`src/rtl/gpu_pkg.sv`:
```
// Shared GPU core types: core FSM states, fetcher states and program memory geometry.
package gpu_pkg;

    localparam int PROGRAM_MEM_ADDR_BITS = 8;
    localparam int PROGRAM_MEM_DATA_BITS = 16;

    typedef enum logic [2:0] {
        CORE_FETCH  = 3'b001,
        CORE_DECODE = 3'b010
    } core_state_t;

    typedef enum logic [2:0] {
        FETCH_IDLE     = 3'b000,
        FETCH_FETCHING = 3'b001,
        FETCH_FETCHED  = 3'b010
    } fetcher_state_t;

endpackage

```
`src/rtl/fetch_icache.sv`:
```
// Direct-mapped instruction cache: combinational lookup, registered fill and bulk invalidate.
module fetch_icache #(
    parameter int ADDR_BITS = 8,
    parameter int DATA_BITS = 16,
    parameter int DEPTH     = 8
) (
    input  logic                 clk,
    input  logic                 reset,
    input  logic [ADDR_BITS-1:0] lookup_pc,
    input  logic                 fill_en,
    input  logic [ADDR_BITS-1:0] fill_pc,
    input  logic [DATA_BITS-1:0] fill_data,
    input  logic                 invalidate,
    output logic                 hit,
    output logic [DATA_BITS-1:0] hit_data
);

    localparam int IDX_BITS = $clog2(DEPTH);
    localparam int TAG_BITS = ADDR_BITS - IDX_BITS;

    logic [DEPTH-1:0]     valid;
    logic [TAG_BITS-1:0]  tags  [DEPTH];
    logic [DATA_BITS-1:0] lines [DEPTH];

    logic [IDX_BITS-1:0]  lk_idx, fl_idx;
    logic [TAG_BITS-1:0]  lk_tag, fl_tag;

    assign lk_idx = lookup_pc[IDX_BITS-1:0];
    assign lk_tag = lookup_pc[ADDR_BITS-1:IDX_BITS];
    assign fl_idx = fill_pc[IDX_BITS-1:0];
    assign fl_tag = fill_pc[ADDR_BITS-1:IDX_BITS];

    // A lookup in the same cycle as an invalidate is forced to miss.
    assign hit      = valid[lk_idx] && (tags[lk_idx] == lk_tag) && !invalidate;
    assign hit_data = lines[lk_idx];

    always_ff @(posedge clk or posedge reset) begin
        if (reset) begin
            valid <= '0;
        end else if (invalidate) begin
            valid <= '0;
        end else if (fill_en) begin
            valid[fl_idx] <= 1'b1;
        end
    end

    always_ff @(posedge clk) begin
        if (fill_en && !invalidate) begin
            tags[fl_idx]  <= fl_tag;
            lines[fl_idx] <= fill_data;
        end
    end

endmodule

```
`src/rtl/instruction_fetcher.sv`:
```
// Per-core fetch stage: reads one instruction from program memory over valid/ready.
// Define FETCH_ICACHE_EN to add a direct-mapped instruction cache in front of memory.
module instruction_fetcher #(
    parameter int PROGRAM_MEM_ADDR_BITS = gpu_pkg::PROGRAM_MEM_ADDR_BITS,
    parameter int PROGRAM_MEM_DATA_BITS = gpu_pkg::PROGRAM_MEM_DATA_BITS,
    parameter int ICACHE_DEPTH          = 8
) (
    input  logic                             clk,
    input  logic                             reset,
    input  logic [2:0]                       core_state,
    input  logic [PROGRAM_MEM_ADDR_BITS-1:0] current_pc,
    output logic                             mem_read_valid,
    output logic [PROGRAM_MEM_ADDR_BITS-1:0] mem_read_address,
    input  logic                             mem_read_ready,
    input  logic [PROGRAM_MEM_DATA_BITS-1:0] mem_read_data,
    input  logic                             icache_invalidate,
    output logic [2:0]                       fetcher_state,
    output logic [PROGRAM_MEM_DATA_BITS-1:0] instruction
);

    import gpu_pkg::*;

    fetcher_state_t                   state;
    logic                             cache_hit;
    logic [PROGRAM_MEM_DATA_BITS-1:0] cache_data;

    assign fetcher_state = state;

`ifdef FETCH_ICACHE_EN
    logic fill_en;

    assign fill_en = (state == FETCH_FETCHING) && mem_read_ready;

    fetch_icache #(
        .ADDR_BITS (PROGRAM_MEM_ADDR_BITS),
        .DATA_BITS (PROGRAM_MEM_DATA_BITS),
        .DEPTH     (ICACHE_DEPTH)
    ) u_icache (
        .clk        (clk),
        .reset      (reset),
        .lookup_pc  (current_pc),
        .fill_en    (fill_en),
        .fill_pc    (mem_read_address),
        .fill_data  (mem_read_data),
        .invalidate (icache_invalidate),
        .hit        (cache_hit),
        .hit_data   (cache_data)
    );
`else
    localparam int unused_icache_depth = ICACHE_DEPTH;
    logic unused_invalidate;

    assign unused_invalidate = icache_invalidate;
    assign cache_hit         = 1'b0;
    assign cache_data        = '0;
`endif

    always_ff @(posedge clk or posedge reset) begin
        if (reset) begin
            state            <= FETCH_IDLE;
            mem_read_valid   <= 1'b0;
            mem_read_address <= '0;
            instruction      <= '0;
        end else begin
            case (state)
                FETCH_IDLE: begin
                    if (core_state == CORE_FETCH) begin
                        mem_read_address <= current_pc;
                        if (cache_hit) begin
                            instruction <= cache_data;
                            state       <= FETCH_FETCHED;
                        end else begin
                            mem_read_valid <= 1'b1;
                            state          <= FETCH_FETCHING;
                        end
                    end
                end
                FETCH_FETCHING: begin
                    // Runs to completion even if the core leaves FETCH meanwhile.
                    if (mem_read_ready) begin
                        instruction    <= mem_read_data;
                        mem_read_valid <= 1'b0;
                        state          <= FETCH_FETCHED;
                    end
                end
                FETCH_FETCHED: begin
                    if (core_state == CORE_DECODE) begin
                        state <= FETCH_IDLE;
                    end
                end
                default: begin
                    mem_read_valid <= 1'b0;
                    state          <= FETCH_IDLE;
                end
            endcase
        end
    end

endmodule
```
`config.mk`:
```
export PLATFORM = sky130hd
export DESIGN_NAME = instruction_fetcher
export DESIGN_NICKNAME = d
export VERILOG_FILES = /design/src/rtl/gpu_pkg.sv /design/src/rtl/fetch_icache.sv /design/src/rtl/instruction_fetcher.sv
export SDC_FILE = /design/constraint.sdc
export NUM_CORES = 1
export LEC_CHECK = 0
export BUFFER_PORTS_ARGS = -buffer_cell sky130_fd_sc_hd__buf_2
export CORE_ASPECT_RATIO = 0.8
export CORE_MARGIN = 10
export CORE_UTILIZATION = 40
export DETAILED_ROUTE_END_ITERATION = 12
export GPL_ROUTABILITY_DRIVEN = 0
export PLACE_DENSITY = 0.73
export SKIP_CTS_REPAIR_TIMING = 1
export SLEW_MARGIN = 0
export SYNTH_ARGS = -nofsm -noshare
export SYNTH_HDL_FRONTEND = slang
export SYNTH_HIERARCHICAL = 1
export SYNTH_SLANG_ARGS = --single-unit
```
`constraint.sdc`:
```
create_clock -name clk -period 4.6 [get_ports clk]
set_clock_uncertainty 0.05 [all_clocks]
set_input_delay 0.92 -clock clk [delete_from_list [all_inputs] [get_ports clk]]
set_output_delay 0.92 -clock clk [all_outputs]
set_load 0.01 [all_outputs]
```
==> After elaboration in Yosys (flattened, before gate mapping) <==
Cells that the tools add are included.
{ "word_totals": {"regBits": 28, "inputBits": 31, "output_inout_bits": 28} }
{ "classes": {"n_reduce_logical": 5, "mux": 7, "eq_ne": 7, "bitwise_logic": 1} }
{ "op_table": {"columns": ["op", "n"], "rows": [
  ["$mux 3", 3],
  ["$pmux 3 s3", 1],
  ["$eq 3x1->1 const B", 2],
  ["$eq 3x2->1 const B", 2],
  ["$ne 2x2->1 const B", 3],
  ["$reduce_and 3->1", 2],
  ["$reduce_and 2->1", 2],
  ["$logic_not 3->1", 1],
  ["$pmux 1 s3", 1],
  ["$mux 1", 2],
  ["$not 1->1", 1]
]} }

==> Logic depth before layout (Yosys ltp) <==
{ "depth": {"ltp_word": 3, "ltp_mapped": 3} }

==> Least setup slack after synthesis <==
No wires, ideal clock.
{ "synth_path": {"kind": "input -> register", "startpoint": "input port core_state[2]", "endpoint": "register mem_read_address[0]", "t_arrival_ps": 1828, "slack_ps": 2597, "n_path_buf": 0, "t_required_ps": 4425, "path_stages": 3, "path_cell_list": "nand2b_1 > nor4_4 > mux2_2"} }
{ "synth_between": {"elab_chain_len": 2} }
{ "synth_rtl": {"columns": ["element", "line_no", "rtl"], "rows": [
  ["from (decl)", "instruction_fetcher.sv:10", "input logic [2:0] core_state,"],
  ["$eq 3x1->1", "instruction_fetcher.sv:67", "if (core_state == CORE_FETCH) begin"],
  ["$reduce_and 2->1 (no source line)", null, null],
  ["to (signal assigned)", "instruction_fetcher.sv:68", "mem_read_address <= current_pc;"],
  ["to (decl)", "instruction_fetcher.sv:13", "output logic [PROGRAM_MEM_ADDR_BITS-1:0] mem_read_address,"]
]} }
No other way between the ends.
A chain may end at the register's enable or synchronous reset.

==> Worst setup path in the final report <==
{ "layout_path": {"startpoint": "register state[0], in the netlist fetcher_state[0]", "endpoint": "output port fetcher_state[0]"} }
{ "layout_lines": {"columns": ["element", "line_no", "rtl"], "rows": [
  ["from (decl)", "instruction_fetcher.sv:23", "fetcher_state_t state;"],
  ["from (signal assigned)", "instruction_fetcher.sv:60", "state <= FETCH_IDLE;"],
  ["from (signal assigned)", "instruction_fetcher.sv:71", "state <= FETCH_FETCHED;"],
  ["from (signal assigned)", "instruction_fetcher.sv:74", "state <= FETCH_FETCHING;"],
  ["to (decl)", "instruction_fetcher.sv:17", "output logic [2:0] fetcher_state,"]
]} }
No word-level cell between the ends.

==> run summary <==
DR vias/cell -> 4.535
critical path required time -> 3.63 ns
Critical path buffers and inverters -> 1
most frequent cells in the layout -> 56 x buf_2, 27 x dfrtp_1, 24 x mux2_2
Row Count -> 16
setup violators final -> 0
H-tree levels -> 1
DR iter-0 viols -> 14
P per Cell Area -> 609.5 nW/um2
Synth Net Count -> 96
vias in the first global route -> 850
post-synth cell types -> 16
Synth Register Bits -> 27
Max Clk Rate -> 0.5112 GHz
Ys Warns -> 6
Worst Hold Class -> register to register
initial cell density of the core -> 42.34%
Routed WL -> 2403 um
run status -> finished, final reports clean
fin. max-slew vios -> 0
placed instance area -> 1364 um2
crit path launch -> fetcher_state[0]$_DFFE_PP0P_
Cell Area, Synth -> 1051 um2
ANT nets after route -> 0
area grow syn2layout -> 32.26%
Final HPWL DP -> 1972 um
Final Net Count -> 155
max_slew headroom -> 33.72%
gr usage total -> 9.563%
initial antenna violation count -> 0
core box area -> 2482 um2
RSZ-0062 raised after global routing -> no
TritonRoute pass-1 iters -> 2
grt total ovfl -> 0
cells after synthesis -> 65
detail-routed net length per standard cell -> 15.11 um
peak supply drop -> 0.0002546 V
die area -> 5090 um2
post-synth top area share -> 64.29%
via count -> 721
commonest non-fill, non-tap cell in the layout -> buf_2
cell type with the largest total area after synthesis -> dfrtp_1
Tcrit/Tclk final -> 42.53%
I/O pin total -> 59
CP max stage cell -> dfrtp_1
CTS Sinks -> 27
die height -> 65.85 um
syn avg cell area -> 16.17 um2
pin count of the biggest net entering global routing -> 28
setup TNS -> 0 ns
Die Wd -> 77.31 um
crit path max fanout -> 6
CP arrival -> 0.99 ns
CTS tree -> yes
final cell area excluding filler cells -> 1390 um2
type of origin of the critical path -> register
Setup CP Type -> register to output pin
Max stage delay on crit path -> 0.49 ns
fraction of the yosys area taken by sequential cells -> 64.29%
synth top area cells -> dfrtp_1 64%, mux2_2 26%, nor4_4 2.0%
layout cell share with drive strength beyond 1 -> 71.54%
CTS clk-pin slew, worst paths -> 0.13 ns
deepest clock path buffer count -> 2
worst-margin pin slew -> 0.9932 ns
crit path time final -> 1.956 ns
CP delay by family, top -> flip-flops
first-pass GRT wire length -> 3967 um
root buf cell -> clkbuf_4
worst-skew pair later-pin latency -> 0.31 ns
Pleak -> 0.7086 nW
DRC viols -> 0
final hold violation count -> 0
fin util -> 56.00%
CP endpoint kind -> output pin
crit-path cells -> buf_2
Diodes inserted -> 0
Hold Path Origin -> mem_read_valid$_DFFE_PP0P_
input/output buffers -> 56
reg-to-reg startpoint -> fetcher_state[1]$_DFFE_PP0P_
Max-Cap Viols -> 0
TritonCTS buffer count -> 3
==> per-layer routing <==
layer | up-vias | share of wire, % | routed length [um] | global-route usage (%)
met3 | 2 | 7.2 | 174 | 5.027
met1 | 348 | 41 | 979 | 10.43
met5 | - | 0 | 0 | 0
li1 | 346 | - | - | -
met4 | 0 | 0.54 | 13 | 1.364
met2 | 25 | 51 | 1235 | 16.67
==> Yosys cell counts (all sizes together) <==
cell,n
a21o,1
a21bo,1
mux2,24
nor4,1
inv,1
nand3b,1
nor2,1
nand2b,1
o21ai,1
a21oi,1
nor3b,1
or2,1
conb,1
dfrtp,27
buf,2
==> area by class of cell <==
class,instances,area (um2)
fill,227,1092
sequential,27,675.6
multi-input combinational,35,359.1
timing repair buffer,56,280.3
tap,36,45.04
clock buffer,4,26.28
inverter,1,3.754
==> power breakdown <==
part            total, W  switching [W]  internal (W)
clock          0.0000960      0.0000622     0.0000338
sequential      0.000412      0.0000597      0.000352
combinational   0.000340       0.000156      0.000183
total           0.000847       0.000278      0.000569
==> cells by family after synthesis <==
logic type | synth area share, %
muxes | 25.71
and+or+nand+nor | 5.358
other | 0.3568
AOI/OAI and AO/OA | 2.737
DFF | 64.29
buffers and inverters | 1.547
==> state kept, by name, indices dropped and copies added (netlist names) <==
signal            count
mem_read_address      8
instruction          16
mem_read_valid        1
fetcher_state         2
==> per-stage QoR <==
| step | hold slack [ns] | total power [W] | instances | worst slack [ns] |
|---|---|---|---|---|
| 6_report | 0.4545 | 0.0008473 | 159 | 2.644 |
| 5_1_grt | 0.4837 | 0.0009150 | 159 | 2.549 |
| 4_1_cts | 0.4606 | 0.0008685 | 159 | 2.623 |
| 3_5_place_dp | 0.4259 | 0.0007697 | 155 | 2.336 |
| 3_3_place_gp | 0.4138 | 0.0007529 | 155 | 2.377 |
| 2_1_floorplan | 0.4770 | 0.0006026 | 65 | 2.597 |
==> worst paths after layout <==
check / slack (ns) / cells after the start / endpoint
setup / recovery: 2.64 / 1 / fetcher_state[0]
hold / removal: 0.45 / 1 / mem_read_valid$_DFFE_PP0P_
setup reg to reg: 2.94 / 2 / mem_read_address[5]$_DFFE_PP0P_
hold reg to reg: 0.45 / 1 / mem_read_valid$_DFFE_PP0P_
max in group asynchronous: 3.13 / 2 / instruction[7]$_DFFE_PP0P_
min in group asynchronous: 0.77 / 2 / mem_read_address[7]$_DFFE_PP0P_
(Power assumes the default switching activity.)
